[config.mk]
export PLATFORM = sky130hd
export DESIGN_NAME = membus_avl_master
export DESIGN_NICKNAME = d
export VERILOG_FILES = /design/src/rtl/membus_avl_master.sv
export SDC_FILE = /design/constraint.sdc
export NUM_CORES = 1
export LEC_CHECK = 0
export ABC_AREA = 0
export CORE_ASPECT_RATIO = 1.5
export CORE_MARGIN = 1
export CORE_UTILIZATION = 40
export DETAILED_ROUTE_END_ITERATION = 16
export PLACE_DENSITY = 0.69
export SYNTH_ARGS = -nofsm -noshare
export SYNTH_HDL_FRONTEND = slang
export SYNTH_SLANG_ARGS = --single-unit
[constraint.sdc]
create_clock -name clk -period 2.6 [get_ports clk]
set_clock_uncertainty 0.15 [all_clocks]
set_input_delay 0.26 -clock clk [delete_from_list [all_inputs] [get_ports clk]]
set_output_delay 0.26 -clock clk [all_outputs]
set_load 0.01 [all_outputs]
[src/rtl/membus_avl_master.sv]
`default_nettype none
// ============================================================================
// Module      : membus_avl_master
// Description : Avalon-MM register window that runs single PDP-10 memory-bus
//               read/write cycles on one memory slave port, with an NXM
//               watchdog and a level interrupt.
// Revision    : 1.0 - initial release
// ============================================================================
module membus_avl_master #(
   parameter int TIMEOUT = 1000
) (
   input  logic        clk,
   input  logic        reset_n,
   input  logic [1:0]  s_address,
   input  logic        s_write,
   input  logic [31:0] s_writedata,
   input  logic        s_read,
   output logic [31:0] s_readdata,
   output logic        irq,
   output logic        membus_rq_cyc,
   output logic        membus_rd_rq,
   output logic        membus_wr_rq,
   output logic        membus_wr_rs,
   output logic [14:0] membus_ma,
   output logic [3:0]  membus_sel,
   output logic        membus_fmc_select,
   output logic [35:0] membus_mb_write,
   input  logic        membus_addr_ack,
   input  logic        membus_rd_rs,
   input  logic [35:0] membus_mb_read
);

   localparam int CW = $clog2(TIMEOUT + 1);

   localparam logic [2:0] S_IDLE    = 3'd0;
   localparam logic [2:0] S_RD_REQ  = 3'd1;
   localparam logic [2:0] S_RD_WAIT = 3'd2;
   localparam logic [2:0] S_WR_REQ  = 3'd3;
   localparam logic [2:0] S_WR_RS   = 3'd4;
   localparam logic [2:0] S_FIN     = 3'd5;

   logic [2:0]    state;
   logic [2:0]    state_nxt;
   logic [14:0]   ma_q;
   logic [3:0]    sel_q;
   logic          fmc_q;
   logic [17:0]   lh_q;
   logic [17:0]   rh_q;
   logic          ie_q;
   logic          done_q;
   logic          err_q;
   logic [CW-1:0] wdog;
   logic [31:0]   readdata_q;

   logic busy;
   logic timeout_hit;
   logic csr_wr;
   logic go_rd;
   logic go_wr;
   logic go_accept;
   logic start_rd;
   logic start_wr;
   logic rd_capture;
   logic unused_wdata;

   // Upper write-data bits have no register behind them
   assign unused_wdata = ^s_writedata[31:20];

   // FIN is not busy: software may already see the result and issue a new GO
   assign busy        = (state != S_IDLE) && (state != S_FIN);
   // The edge on which the counter would reach TIMEOUT aborts the cycle
   assign timeout_hit = busy && (wdog == CW'(TIMEOUT - 1));
   assign csr_wr      = s_write && (s_address == 2'd3);
   assign go_rd       = s_writedata[0];
   assign go_wr       = s_writedata[1];
   assign go_accept   = csr_wr && !busy && (go_rd || go_wr);
   assign start_rd    = go_accept && go_rd && !go_wr;
   assign start_wr    = go_accept && go_wr && !go_rd;
   // An abort on the same edge wins over late read data
   assign rd_capture  = !timeout_hit &&
                        (((state == S_RD_REQ) && membus_addr_ack && membus_rd_rs) ||
                         ((state == S_RD_WAIT) && membus_rd_rs));

   // State register
   always_ff @(posedge clk or negedge reset_n) begin
      if (!reset_n) state <= S_IDLE;
      else          state <= state_nxt;
   end

   // Next-state logic; the watchdog overrides every transition
   always_comb begin
      state_nxt = state;
      case (state)
         S_IDLE: begin
            if (start_rd)      state_nxt = S_RD_REQ;
            else if (start_wr) state_nxt = S_WR_REQ;
         end
         S_RD_REQ: begin
            if (membus_addr_ack) state_nxt = membus_rd_rs ? S_FIN : S_RD_WAIT;
         end
         S_RD_WAIT: begin
            if (membus_rd_rs) state_nxt = S_FIN;
         end
         S_WR_REQ: begin
            if (membus_addr_ack) state_nxt = S_WR_RS;
         end
         S_WR_RS: state_nxt = S_FIN;
         S_FIN: begin
            if (start_rd)      state_nxt = S_RD_REQ;
            else if (start_wr) state_nxt = S_WR_REQ;
            else               state_nxt = S_IDLE;
         end
         default: state_nxt = S_IDLE;
      endcase
      if (timeout_hit) state_nxt = S_IDLE;
   end

   // Bus request strobes decoded from the current state
   always_comb begin
      membus_rq_cyc = 1'b0;
      membus_rd_rq  = 1'b0;
      membus_wr_rq  = 1'b0;
      membus_wr_rs  = 1'b0;
      case (state)
         S_RD_REQ: begin
            membus_rq_cyc = 1'b1;
            membus_rd_rq  = 1'b1;
         end
         S_RD_WAIT: membus_rd_rq = 1'b1;
         S_WR_REQ: begin
            membus_rq_cyc = 1'b1;
            membus_wr_rq  = 1'b1;
         end
         S_WR_RS: begin
            membus_wr_rq = 1'b1;
            membus_wr_rs = 1'b1;
         end
         default: ;
      endcase
   end

   // Watchdog: restarts with each new cycle, counts while a cycle is open
   always_ff @(posedge clk or negedge reset_n) begin
      if (!reset_n)                 wdog <= '0;
      else if (start_rd || start_wr) wdog <= '0;
      else if (busy)                wdog <= wdog + CW'(1);
   end

   // ADDR and DATA registers; frozen while a bus cycle is open
   always_ff @(posedge clk or negedge reset_n) begin
      if (!reset_n) begin
         ma_q  <= '0;
         sel_q <= '0;
         fmc_q <= 1'b0;
         lh_q  <= '0;
         rh_q  <= '0;
      end else if (rd_capture) begin
         lh_q <= membus_mb_read[35:18];
         rh_q <= membus_mb_read[17:0];
      end else if (s_write && !busy) begin
         case (s_address)
            2'd0: begin
               ma_q  <= s_writedata[14:0];
               sel_q <= s_writedata[18:15];
               fmc_q <= s_writedata[19];
            end
            2'd1:    rh_q <= s_writedata[17:0];
            2'd2:    lh_q <= s_writedata[17:0];
            default: ;
         endcase
      end
   end

   // CSR status: an accepted GO clears the previous result
   always_ff @(posedge clk or negedge reset_n) begin
      if (!reset_n) begin
         ie_q   <= 1'b0;
         done_q <= 1'b0;
         err_q  <= 1'b0;
      end else begin
         if (csr_wr) ie_q <= s_writedata[4];
         if (go_accept) begin
            done_q <= 1'b0;
            err_q  <= go_rd && go_wr;
         end else begin
            if (state == S_FIN) done_q <= 1'b1;
            if (timeout_hit) begin
               err_q  <= 1'b1;
               done_q <= 1'b0;
            end
         end
      end
   end

   // Read port with latency 1, returning pre-edge register contents
   always_ff @(posedge clk or negedge reset_n) begin
      if (!reset_n) begin
         readdata_q <= '0;
      end else if (s_read) begin
         case (s_address)
            2'd0:    readdata_q <= {12'd0, fmc_q, sel_q, ma_q};
            2'd1:    readdata_q <= {14'd0, rh_q};
            2'd2:    readdata_q <= {14'd0, lh_q};
            default: readdata_q <= {27'd0, ie_q, 1'b0, done_q, err_q, busy};
         endcase
      end
   end

   assign s_readdata        = readdata_q;
   assign irq               = ie_q && (done_q || err_q);
   assign membus_ma         = ma_q;
   assign membus_sel        = sel_q;
   assign membus_fmc_select = fmc_q;
   assign membus_mb_write   = {lh_q, rh_q};

endmodule
`default_nettype wire
==> Word level (Yosys, flattened, before mapping) <==
Index checks and enable logic that the tools add are counted.
{ "totals": {"ff_bits": 104, "in_bits": 76, "out_inout_bits": 93, "elab_cells": 95} }
{ "op_classes": {"n_addsub": 1, "eq_ne": 14, "muxes": 28, "bitwise_logic": 1, "reduce_logical": 40} }
{ "ops": {"columns": ["cell", "n"], "rows": [
  ["two-way mux 18 bit", 6],
  ["one-hot mux 20 bit (3 select lines)", 1],
  ["two-way mux 3 bit", 7],
  ["two-way mux 10 bit", 2],
  ["one-hot mux 3 bit (6 select lines)", 1],
  ["logical AND 1 bit", 16],
  ["!= test 3 bit (second input constant)", 4],
  ["adder 10 x 1 -> 10 bit (second input constant)", 1],
  ["equality test 10 bit (second input constant)", 1],
  ["nonzero test 2 bit", 5],
  ["two-way mux 1 bit", 9],
  ["equality test 3 x 2 -> 1 bit (second input constant)", 2],
  ["equality test 3 bit (second input constant)", 2],
  ["nonzero test 3 bit", 2],
  ["OR reduction 2 bit", 3],
  ["equality test 2 bit (second input constant)", 2],
  ["logical NOT 1 bit", 4],
  ["logical OR 1 bit", 4],
  ["two-way mux 2 bit", 2],
  ["!= test 4 bit (second input constant)", 1],
  ["AND reduction 2 bit", 2],
  ["AND reduction 4 bit", 1],
  ["equality test 3 x 1 -> 1 bit (second input constant)", 1],
  ["logical NOT 3 bit", 1],
  ["other kinds (4)", 4]
]} }

==> Depth between registers and ports, before layout <==
Gate-level depths: netlist (run 1).
{ "logic_depth": {"word_depth": 11, "depth_mapped": 7, "depth_no_buf": 5} }

==> Least setup slack after synthesis (run 1) <==
No wires, ideal clock.
{ "synth_path": {"kind": "flip-flop to flip-flop", "startpoint": "reg state[2]", "endpoint": "reg rh_q[17]", "setup_time_ns": 0.125, "arrival_ns": 1.923, "t_required_ns": 2.325, "slack_ns": 0.402, "path_stages_with_launch": 6, "path_buffers": 1, "synth_period_minus_slack_ns": 2.198, "cell_sequence": "dfrtp_1 xor2_2 nor4b_4 buf_6 mux2_2 mux2_2"} }
{ "synth_between": {"elab_chain_len": 7, "word_cells_on_any_way": 18, "classes_between": "eq/ne (3); mux (1); reduce/logical (14)"} }
{ "synth_lines": {"columns": ["item", "line_no", "rtl"], "rows": [
  ["start, declared", "42", "logic [2:0] state;"],
  ["start signal, assigned", "87", "else state <= state_nxt;"],
  ["!= test 3 bit, or another cell as far along", "70", "assign busy = (state != S_IDLE) && (state != S_FIN);"],
  ["logical AND 1 bit (on tied branches)", "70, 81", null],
  ["logical AND 1 bit (on tied branches)", "72, 81", null],
  ["logical NOT 1 bit or logical OR 1 bit (tied branches)", "80, 81", null],
  ["logical AND 1 bit", "80", "assign rd_capture = !timeout_hit &&"],
  ["nonzero test 2 bit (no line)", null, null],
  ["AND reduction 2 bit (no line)", null, null],
  ["end signal, assigned", "159", "rh_q <= membus_mb_read[17:0];"],
  ["end signal, assigned", "167", "2'd1: rh_q <= s_writedata[17:0];"],
  ["end, declared", "48", "logic [17:0] rh_q;"]
]} }
Several ways; a longest one is shown, not always the timed one.
A chain may end at the register's enable or synchronous reset.

==> Worst setup path after layout (run 1) <==
{ "layout_path": {"startpoint": "reg state[2]", "endpoint": "reg ma_q[13], in the netlist membus_ma[13]"} }
{ "layout_between": {"elab_chain_len": 7, "word_cells_on_any_way": 16, "classes_between": "eq/ne (3); bitwise (1); reduce/logical (12)"} }
{ "layout_lines": {"columns": ["item", "line_no", "rtl"], "rows": [
  ["!= test 3 bit, or another cell as far along", "70", null],
  ["logical AND 1 bit (on tied branches)", "70, 81", null],
  ["logical AND 1 bit (on tied branches)", "72, 81", null],
  ["logical NOT 1 bit or logical OR 1 bit (tied branches)", "80, 81", null],
  ["logical AND 1 bit", "80", null],
  ["inverter 1 bit (no line)", null, null],
  ["AND reduction 3 bit (no line) *", null, null],
  ["end signal, assigned", "163", "ma_q <= s_writedata[14:0];"],
  ["end, declared", "44", "logic [14:0] ma_q;"]
]} }
Every way passes the cells marked *; elsewhere a longest branch is shown, timed or not.

==> impl_results.md, run 1 <==
- Diodes inserted: 0
- Boundary pin count: 169
- Clk_lat worst skew: 0.33 ns
- Filler instances: 1001
- Die H: 136.8 µm
- Post-synth top flop: dfrtp_1
- Max Slew Vio Count: 0
- Final HPWL from detailed placement: 9283 µm
- Post-Syn Instances: 395
- Sequential fraction of the synthesis area: 47.51%
- Share of cells above drive strength 1: 26.13%
- Final TNS setup: 0 ns
- Fmax achieved: 427.2 MHz
- M1 GR Usage: 23.62%
- Yosys warns: 0
- CP max stage delay: 0.55 ns
- Root buf cell: clkbuf_16
- Worst Path Arrival: 2.41 ns
- Setup slack at placement: 0.1816 ns
- Max-cap violations: 0
- Slew @ Worst Pin: 0.6372 ns
- Router iterations before antenna repair: 4
- Final ANT Viol Nets: 0
- Lkg Pwr: 0.002907 µW
- Netlist cell types: 51
- Total die area: 12570 µm²
- Residual DRC: 0
- GPL Wtd Cong: 0.7619
- Hold Crit Class: in -> async
- Vias in the first global route: 3809
- Max_slew headroom: 57.52%
- Largest net degree at the start of global routing: 48
- Routed WL per cell: 18.34 µm
- Async SR Flop Fraction: 100.0%
- Final worst setup slack: 0.2590 ns
- All-Layer GR Usage: 20.85%
- Initial Util: 41.59%
- Final min period: 2.341 ns
- RSZ-0062 raised after global routing: false
- Crit path cell chain: xor2_2, nor2_1, nand3_1, buf_12, mux2_2
- Register area: 2302 µm²
- Nets@finish: 625
- Critical Path Start Type: flop
- Utilization after layout: 58.69%
- VDD IR max: 0.4415 mV
- Post-route cell area: 6838 µm²
- Pwr per Cell Area: 1141 nW/µm²
- Synth Register Bits: 92
- # setup viols final: 0
- Worst setup path startpoint: state[2]$_DFFE_PN0P_
- M2 GR Usage: 38.89%
- Iteration-0 DRC Markers: 91
- CTS H-Tree Depth: 3
- CTS buffer count: 9
- Vias: 3635
- Status: finished, final reports clean
- Final hold vios: 0
- Mapped Avg Cell Area: 12.27 µm²
- Overall Power: 7799 µW
- Placement-stage cell area: 6518 µm²
- Horiz. Die Dim: 91.87 µm
- Multi-input gate area: 2335 µm²
- IO buf count: 144
- Max stage delay cell, worst path: xor2_2
- Initial antenna violation count: 0
- Clock Pin Slew Worst Setup and Hold Paths: 0.06 ns
- CTS sink count: 92
- Syn-to-layout area delta: 41.11%
- Drt total wl: 12860 µm
- Met3 GRT Util: 3.944%
- R2r startpoint: state[2]$_DFFE_PN0P_
- Post-synth EDFFs: 0
- Max Root-Sink Buffers: 2
- CTS tree: built
- Core ar.: 11650 µm²
- Setup crit end kind: flop
- Critical path class: reg -> reg
- CP max FO: 17
- Row cnt: 48
- Vias per inst: 5.185
- Overflow after GRT: 0
- Cell Area, Synth: 4846 µm²
- Global routing's busiest layer: met2
- Worst Path Required: 2.67 ns
- Post-route clock period utilization: 90.04%
- First-pass GRT wire length: 20000 µm
-- layout by cell type, fill, tap and decap left out, types with 7 or more instances in the layout --
cell,instances
mux2_4,20
nor2_1,40
buf_4,17
mux2i_1,14
a21oi_1,35
conb_1,12
mux2_2,76
dfrtp_1,92
clkbuf_16,9
xor2_1,7
clkdlybuf4s50_1,142
-- path summary, 6_finish.rpt --
kind                                              end  slack (ns)  cells after the start
hold / removal                    lh_q[4]$_DFFE_PN0P_        0.34                      2
setup reg to reg            membus_ma[13]$_DFFE_PN0P_        0.26                      5
hold reg to reg             s_readdata[2]$_DFFE_PN0P_        0.36                      1
max in group asynchronous  s_readdata[10]$_DFFE_PN0P_        1.29                      3
setup / recovery            membus_ma[13]$_DFFE_PN0P_        0.26                      5
min in group clk            s_readdata[2]$_DFFE_PN0P_        0.36                      1
-- Yosys cell counts (all sizes together), types with 4 or more instances --
master    n  area [µm²]
o2111ai   4       41.29
inv       5       18.77
o21ai     7       35.03
xor2      8       77.58
mux4      4       90.09
a21oi    35       175.2
nand2b    5       31.28
mux2     97        1167
mux2i    14       140.1
nor2     40       150.1
buf      28       207.7
nand3     4       20.02
clkbuf    8       30.03
dfrtp    92        2302
nor3b     4       35.03
-- critical path, delay by kind of cell (launching register included) --
family                 cells  cell delay (ns)
buffers and inverters      1             0.22
AND/OR/NAND/NOR            2             0.53
flip-flops                 1             0.41
multiplexers               1             0.35
XOR/XNOR                   1             0.55
-- layout make-up --
| cell class | count | area share (%) |
|---|---|---|
| well taps | 150 | 2.745 |
| repair buffers | 167 | 24.63 |
| multi-input cells | 273 | 34.14 |
| inverters | 5 | 0.2745 |
| clock inverters | 1 | 0.4392 |
| clock buffers | 13 | 4.099 |
| flip-flops and latches | 92 | 33.67 |
-- metrics by stage --
stage,cells,hold slack [ns]
detailed placement,686,0.1717
floorplan,406,-0.1856
CTS,701,0.3600
finish,701,0.3386
global route,701,0.3774
global placement,686,0.1665
-- cell families (layout without fill, tap and decap cells) --
logic type,Yosys count,after routing,share of synthesized area (%)
AND/OR/NAND/NOR,75,75,8.572
AO/OA/AOI/OAI,61,61,7.669
XOR/XNOR,9,9,1.782
adder cells (fa/ha/maj),1,1,0.2582
flip-flops,92,92,47.51
buffers and inverters,41,186,5.293
other,1,12,0.07739
multiplexers,115,115,28.84
-- sequential cells by signal, summed over array words and instances, names as in the netlist --
name / flops
ie_q: 1
done_q: 1
state: 3
membus_sel: 4
membus_ma: 15
err_q: 1
membus_fmc_select: 1
lh_q: 18
wdog: 10
s_readdata: 20
rh_q: 18
-- metal layers --
| metal | vias up | part of all wire, % |
|---|---|---|
| met1 | 1810 | 39 |
| met2 | 114 | 55 |
| li1 | 1697 | - |
| met3 | 14 | 4.8 |
| met5 | - | 0 |
| met4 | 0 | 1.8 |
-- power by group --
group | switching (µW) | internal, µW | total (µW)
registers | 515 | 2100 | 2620
logic | 1490 | 2330 | 3830
clock network | 516 | 840 | 1360
-- what timing repair did --
item / in CTS / in global routing
hold buffers: 1 / 0
hold endpoints to repair: 46 / 0
setup endpoints to repair: 0 / 0
buffers inserted: 0 / 0
gates resized for setup: 0 / 0
(Power assumes the default switching activity.)
==> run 2, diff against run 1 <==
- RECOVER_POWER: not set -> 25
==> run 2 against run 1 <==
Against the previous run:
- clock power is essentially flat
- count of clock-buffer cells in the layout is the same
- register-to-register slack is essentially flat
- sequential power is essentially flat
- utilization shrank 0.054 points
- via count is the same
- global-route usage is the same
- design area is essentially flat
==> impl_results.md, run 2 (same netlist as run 1, synthesis figures left out) <==
- Status: finished, final reports clean (unchanged)
- Vias per inst: 5.185 (unchanged)
- Internal power: 5273 µW (was 5274 µW)
- Filler instances: 1002 (was 1001)
- Post-route cell area: 6832 µm² (was 6838 µm²)
- Worst hold margin: 0.3595 ns (was 0.3386 ns)
- Diodes inserted: 0 (unchanged)
- Sequential share of power: 33.6% (was 33.5%)
- Setup slack at placement: 0.1816 ns (unchanged)
- Nets@finish: 625 (unchanged)
- Slew @ Worst Pin: 1.412 ns (was 0.6372 ns)
- Syn-to-layout area delta: 40.98% (was 41.11%)
- Final hold vios: 0 (unchanged)
- Fmax achieved: 426.8 MHz (was 427.2 MHz)
- Vias in the first global route: 3809 (unchanged)
- Horiz. Die Dim: 91.87 µm (unchanged)
- Final min period: 2.343 ns (was 2.341 ns)
- Max Slew Vio Count: 0 (unchanged)
- Initial antenna violation count: 0 (unchanged)
- Initial Util: 41.59% (unchanged)
- CTS buffer count: 9 (unchanged)
- Vias: 3635 (unchanged)
- Overall Power: 7797 µW (was 7799 µW)
- Placement-stage cell area: 6518 µm² (unchanged)
- Met2 wire len: 7010 µm (was 7033 µm)
- CTS Hold Buffers Added: 1 (unchanged)
- M1 WL: 4993 µm (was 4981 µm)
- Setup crit end kind: flop (unchanged)
- Register area: 2302 µm² (unchanged)
- CTS sink count: 92 (unchanged)
- Max Root-Sink Buffers: 2 (unchanged)
- Final worst setup slack: 0.2568 ns (was 0.2590 ns)
- # setup viols final: 0 (unchanged)
- Overflow after GRT: 0 (unchanged)
- Lkg Pwr: 0.002903 µW (was 0.002907 µW)
- Worst path bufs/invs: 1 (unchanged)
- Final TNS setup: 0 ns (unchanged)
- CP max FO: 17 (unchanged)
- CTS tree: built (unchanged)
- Clk_lat worst skew: 0.33 ns (about the same)
- Multi-input gate area: 2335 µm² (unchanged)
- Largest net degree at the start of global routing: 48 (unchanged)
- Final HPWL from detailed placement: 9283 µm (unchanged)
- Setup Buffers After CTS: 0 (unchanged)
- Core ar.: 11650 µm² (unchanged)
- Most frequent cells in the layout: clkdlybuf4s50_1, dfrtp_1, mux2_2 (unchanged)
- GPL Wtd Cong: 0.7619 (unchanged)
- Routed WL per cell: 18.34 µm (about the same)
- Max FFs per register: 20 (unchanged)
- Total die area: 12570 µm² (unchanged)
- Met3 wire len: 617 µm (was 614 µm)
- Clock power frac: 17.4% (about the same)
- First-pass GRT wire length: 20000 µm (unchanged)
- Critical path class: reg -> reg (unchanged)
- Router iterations before antenna repair: 4 (unchanged)
- Crit path cell chain: xor2_2, nor2_1, nand3_1, buf_12, mux2_2 (unchanged)
- Most common cell after layout, fill and taps aside: clkdlybuf4s50_1 (unchanged)
- Hold Crit Class: reg -> reg (was in -> async)
- All-Layer GR Usage: 20.85% (unchanged)
- Comb pwr share: 49.1% (about the same)
- Worst Path Arrival: 2.41 ns (about the same)
- Boundary pin count: 169 (unchanged)
- CTS H-Tree Depth: 3 (unchanged)
- Max stage delay cell, worst path: xor2_2 (unchanged)
- Die H: 136.8 µm (unchanged)
- Post-cts sizing count: 0 (unchanged)
- Root buf cell: clkbuf_16 (unchanged)
- Iteration-0 DRC Markers: 90 (was 91)
- VDD IR max: 0.4425 mV (was 0.4415 mV)
- Residual DRC: 0 (unchanged)
- RSZ-0062 raised after global routing: false (unchanged)
- Critical Path Start Type: flop (unchanged)
- Max_slew headroom: 5.876% (was 57.52%)
- Drt total wl: 12860 µm (about the same)
- IO buf count: 144 (unchanged)
- CP max stage delay: 0.55 ns (about the same)
- Row cnt: 48 (unchanged)
- Cell family with most CP delay: XOR/XNOR gates (unchanged)
- Max-cap violations: 0 (unchanged)
- Share of cells above drive strength 1: 25.95% (was 26.13%)
- Sw frac: 32.37% (about the same)
- Pwr per Cell Area: 1141 nW/µm² (about the same)
- Switching power: 2524 µW (was 2525 µW)
- Final ANT Viol Nets: 0 (unchanged)
- Clock Pin Slew Worst Setup and Hold Paths: 0.06 ns (about the same)
- Post-route clock period utilization: 90.12% (was 90.04%)
- Top routing layer in use: met4 (unchanged)
- Worst Path Required: 2.67 ns (about the same)
[run 2: final timing paths]
kind	from	end	slack [ns]	cells past startpoint
max reg2reg	state[2]$_DFFE_PN0P_	membus_ma[13]$_DFFE_PN0P_	0.26	5
max	state[2]$_DFFE_PN0P_	membus_ma[13]$_DFFE_PN0P_	0.26	5
min	s_readdata[2]$_DFFE_PN0P_	s_readdata[2]$_DFFE_PN0P_	0.36	1
max in group asynchronous	reset_n	s_readdata[10]$_DFFE_PN0P_	0.87	3
min in group asynchronous	reset_n	lh_q[4]$_DFFE_PN0P_	0.57	2
min reg2reg	s_readdata[2]$_DFFE_PN0P_	s_readdata[2]$_DFFE_PN0P_	0.36	1
[run 2: layout make-up]
type	count	area share [%]
sequential	92	33.70
timing repair buffer	167	24.56
clock buffer	13	4.103
tap	150	2.747
multi-input combinational	273	34.18
inverter	5	0.2747
clock inverter	1	0.4396
[run 2: worst register-to-register path: stages (launching register included)]
cell and delay (ns):
dfrtp_1 0.41, xor2_2 0.55, nor2_1 0.20, nand3_1 0.33, buf_12 0.22, mux2_2 0.36
[run 2: metrics by stage]
step           std cells  util [%]
5_1_grt              701     58.63
2_1_floorplan        406         -
3_3_place_gp         686     55.94
4_1_cts              701     58.69
3_5_place_dp         686     55.94
6_report             701     58.63
[run 2: per-layer routing]
| metal | up-vias | global-route usage, % |
|---|---|---|
| met1 | 1808 | 23.62 |
| met2 | 116 | 38.89 |
| li1 | 1697 | - |
| met5 | - | 0 |
| met3 | 14 | 3.944 |
| met4 | 0 | 7.118 |
[run 2: power by group through the flow]
stage                     Sequential (µW)  Combinational, µW  Clock, µW
after floorplan                      2790               1900          0
after global placement               2600               3760          0
after CTS                            2620               3870       1390
after detailed placement             2630               3840          0
final                                2620               3830       1350
after global routing                 2700               4130       1440
==> run 3, diff against run 2 <==
- CTS_BUF_LIST: not set -> sky130_fd_sc_hd__clkbuf_4
- DONT_BUFFER_PORTS: not set -> 1
- PLACE_DENSITY: 0.69 -> not set
==> run 3 against run 2 <==
Against the previous run:
- sequential cell count did not move
- critical path type unchanged
- maximum frequency rose by 2.4%
- hold slack got worse by 0.34 ns
- critical endpoint is now lh_q[3]$_DFFE_PN0P_
- cell count fell by 12%
==> impl_results.md, run 3 (same netlist as run 1, synthesis figures left out) <==
- Status: finished, final reports clean (unchanged)
- Residual DRC: 0 (unchanged)
- Max-cap violations: 0 (unchanged)
- Initial Util: 41.59% (unchanged)
- Worst hold margin: 0.02242 ns (was 0.3595 ns)
- Worst Path Arrival: 2.47 ns (was 2.41 ns)
- Flop2flop setup slack: 0.31 ns (was 0.26 ns)
- Final TNS setup: 0 ns (unchanged)
- Final worst setup slack: 0.3127 ns (was 0.2568 ns)
- CTS sink count: 92 (unchanged)
- Syn-to-layout area delta: 19.86% (was 40.98%)
- Router iterations before antenna repair: 4 (unchanged)
- Post-route cell area: 5808 µm² (was 6832 µm²)
- Setup crit end kind: flop (unchanged)
- Drt total wl: 12380 µm (was 12860 µm)
- Share of cells above drive strength 1: 28.82% (was 25.95%)
- Row cnt: 48 (unchanged)
- All-Layer GR Usage: 20.22% (was 20.85%)
- Max Slew Vio Count: 0 (unchanged)
- Register area: 2302 µm² (unchanged)
- VDD IR max: 0.4002 mV (was 0.4425 mV)
- Overflow after GRT: 0 (unchanged)
- CTS tree: built (unchanged)
- Boundary pin count: 169 (unchanged)
- GPL Wtd Cong: 0.7660 (was 0.7619)
- Clk_lat worst skew: 0.43 ns (was 0.33 ns)
- Clock Pin Slew Worst Setup and Hold Paths: 0.14 ns (was 0.06 ns)
- Nets@finish: 537 (was 625)
- Final ANT Viol Nets: 0 (unchanged)
- Iteration-0 DRC Markers: 98 (was 90)
- Lkg Pwr: 0.002501 µW (was 0.002903 µW)
- Die H: 136.8 µm (unchanged)
- Setup slack at placement: 0.3144 ns (was 0.1816 ns)
- Fmax achieved: 437.2 MHz (was 426.8 MHz)
- Multi-input gate area: 2335 µm² (unchanged)
- Vias per inst: 5.406 (was 5.185)
- Placement-stage cell area: 4984 µm² (was 6518 µm²)
- Routed WL per cell: 20.10 µm (was 18.34 µm)
- First-pass GRT wire length: 19380 µm (was 20000 µm)
- Final hold vios: 0 (unchanged)
- Horiz. Die Dim: 91.87 µm (unchanged)
- Final HPWL from detailed placement: 7901 µm (was 9283 µm)
- Worst Path Required: 2.78 ns (was 2.67 ns)
- Post-route clock period utilization: 87.97% (was 90.12%)
- Largest net degree at the start of global routing: 93 (was 48)
- # setup viols final: 0 (unchanged)
- CP max FO: 16 (was 17)
- Final min period: 2.287 ns (was 2.343 ns)
- Max_slew headroom: 15.65% (was 5.876%)
- IO buf count: 0 (was 144)
- CTS H-Tree Depth: 3 (unchanged)
- Most frequent cells in the layout: dfrtp_1, mux2_2, dlygate4sd3_1 (was clkdlybuf4s50_1, dfrtp_1, mux2_2)
- Core ar.: 11650 µm² (unchanged)
- Critical Path Start Type: flop (unchanged)
- Vias: 3330 (was 3635)
- CTS buffer count: 9 (unchanged)
- Overall Power: 6111 µW (was 7797 µW)
- RSZ-0062 raised after global routing: false (unchanged)
- Max FFs per register: 20 (unchanged)
- Most common cell after layout, fill and taps aside: dfrtp_1 (was clkdlybuf4s50_1)
- Max Root-Sink Buffers: 2 (unchanged)
- Initial antenna violation count: 1 (was 0)
- Pwr per Cell Area: 1052 nW/µm² (was 1141 nW/µm²)
- Total die area: 12570 µm² (unchanged)
- Slew @ Worst Pin: 1.265 ns (was 1.412 ns)
- Vias in the first global route: 3589 (was 3809)
- Root buf cell: clkbuf_4 (was clkbuf_16)
- Filler instances: 1053 (was 1002)
- Critical path class: reg -> reg (unchanged)
- Hold Crit Class: in -> reg (was reg -> reg)
==> run 3: changes by cell type in the layout (fill, tap and decap cells not counted), moves of 2 or more <==
cell	change
clkbuf_16	-9
clkbuf_8	-4
clkinv_1	+2
buf_4	-7
dlygate4sd3_1	+63
clkdlybuf4s50_1	-142
clkbuf_4	+10
==> run 3: through the flow <==
step / instances / utilization (%)
floorplan: 406 / -
global placement: 532 / 42.77
detailed placement: 532 / 42.77
CTS: 615 / 49.98
global route: 616 / 49.85
finish: 616 / 49.85
==> run 3: path summary, 6_finish.rpt <==
path,from,end,cells after the start
max in group asynchronous,reset_n,lh_q[2]$_DFFE_PN0P_,2
worst min register to register,wdog[0]$_DFFE_PN0P_,wdog[0]$_DFFE_PN0P_,1
worst max register to register,state[2]$_DFFE_PN0P_,lh_q[3]$_DFFE_PN0P_,5
min in group asynchronous,reset_n,membus_sel[2]$_DFFE_PN0P_,2
worst max-delay path,state[2]$_DFFE_PN0P_,lh_q[3]$_DFFE_PN0P_,5
worst min-delay path,s_write,ie_q$_DFFE_PN0N_,2
==> run 3: cell type report <==
type / count / share of cell area (%)
antenna: 1 / 0.04308
clock buffer: 9 / 1.163
clock inverter: 7 / 1.271
inverter: 5 / 0.3231
multi-input combinational: 273 / 40.20
sequential: 92 / 39.64
tap: 150 / 3.231
timing repair buffer: 79 / 14.13
==> run 3: metal layers <==
metal | routed length (µm) | up-vias | part of all wire, % | track usage [%]
met1 | 4749 | 1684 | 38 | 23.13
met2 | 6671 | 110 | 54 | 36.28
met5 | 0 | - | 0 | 0
met4 | 255 | 0 | 2.1 | 7.378
li1 | - | 1517 | - | -
met3 | 707 | 19 | 5.7 | 5.111
==> run 3: critical path, cell delays in order, from the launching register on <==
cell and delay (ns):
dfrtp_1 0.43, xor2_2 0.44, o2111ai_2 0.29, nand4b_4 0.21, buf_4 0.28, mux2_2 0.37
==> run 3: timing repair <==
item | in CTS | in global routing
endpoints found under the hold margin | 173 | 0
setup endpoints to repair | 0 | 1
hold buffers | 67 | 0
buffers inserted | 0 | 0
gates resized for setup | 0 | 1
==> run 3: report_power, final <==
group	internal, µW	total [µW]	switching (µW)
sequential	2090	2960	874
clock	299	797	498
combinational	1380	2350	967
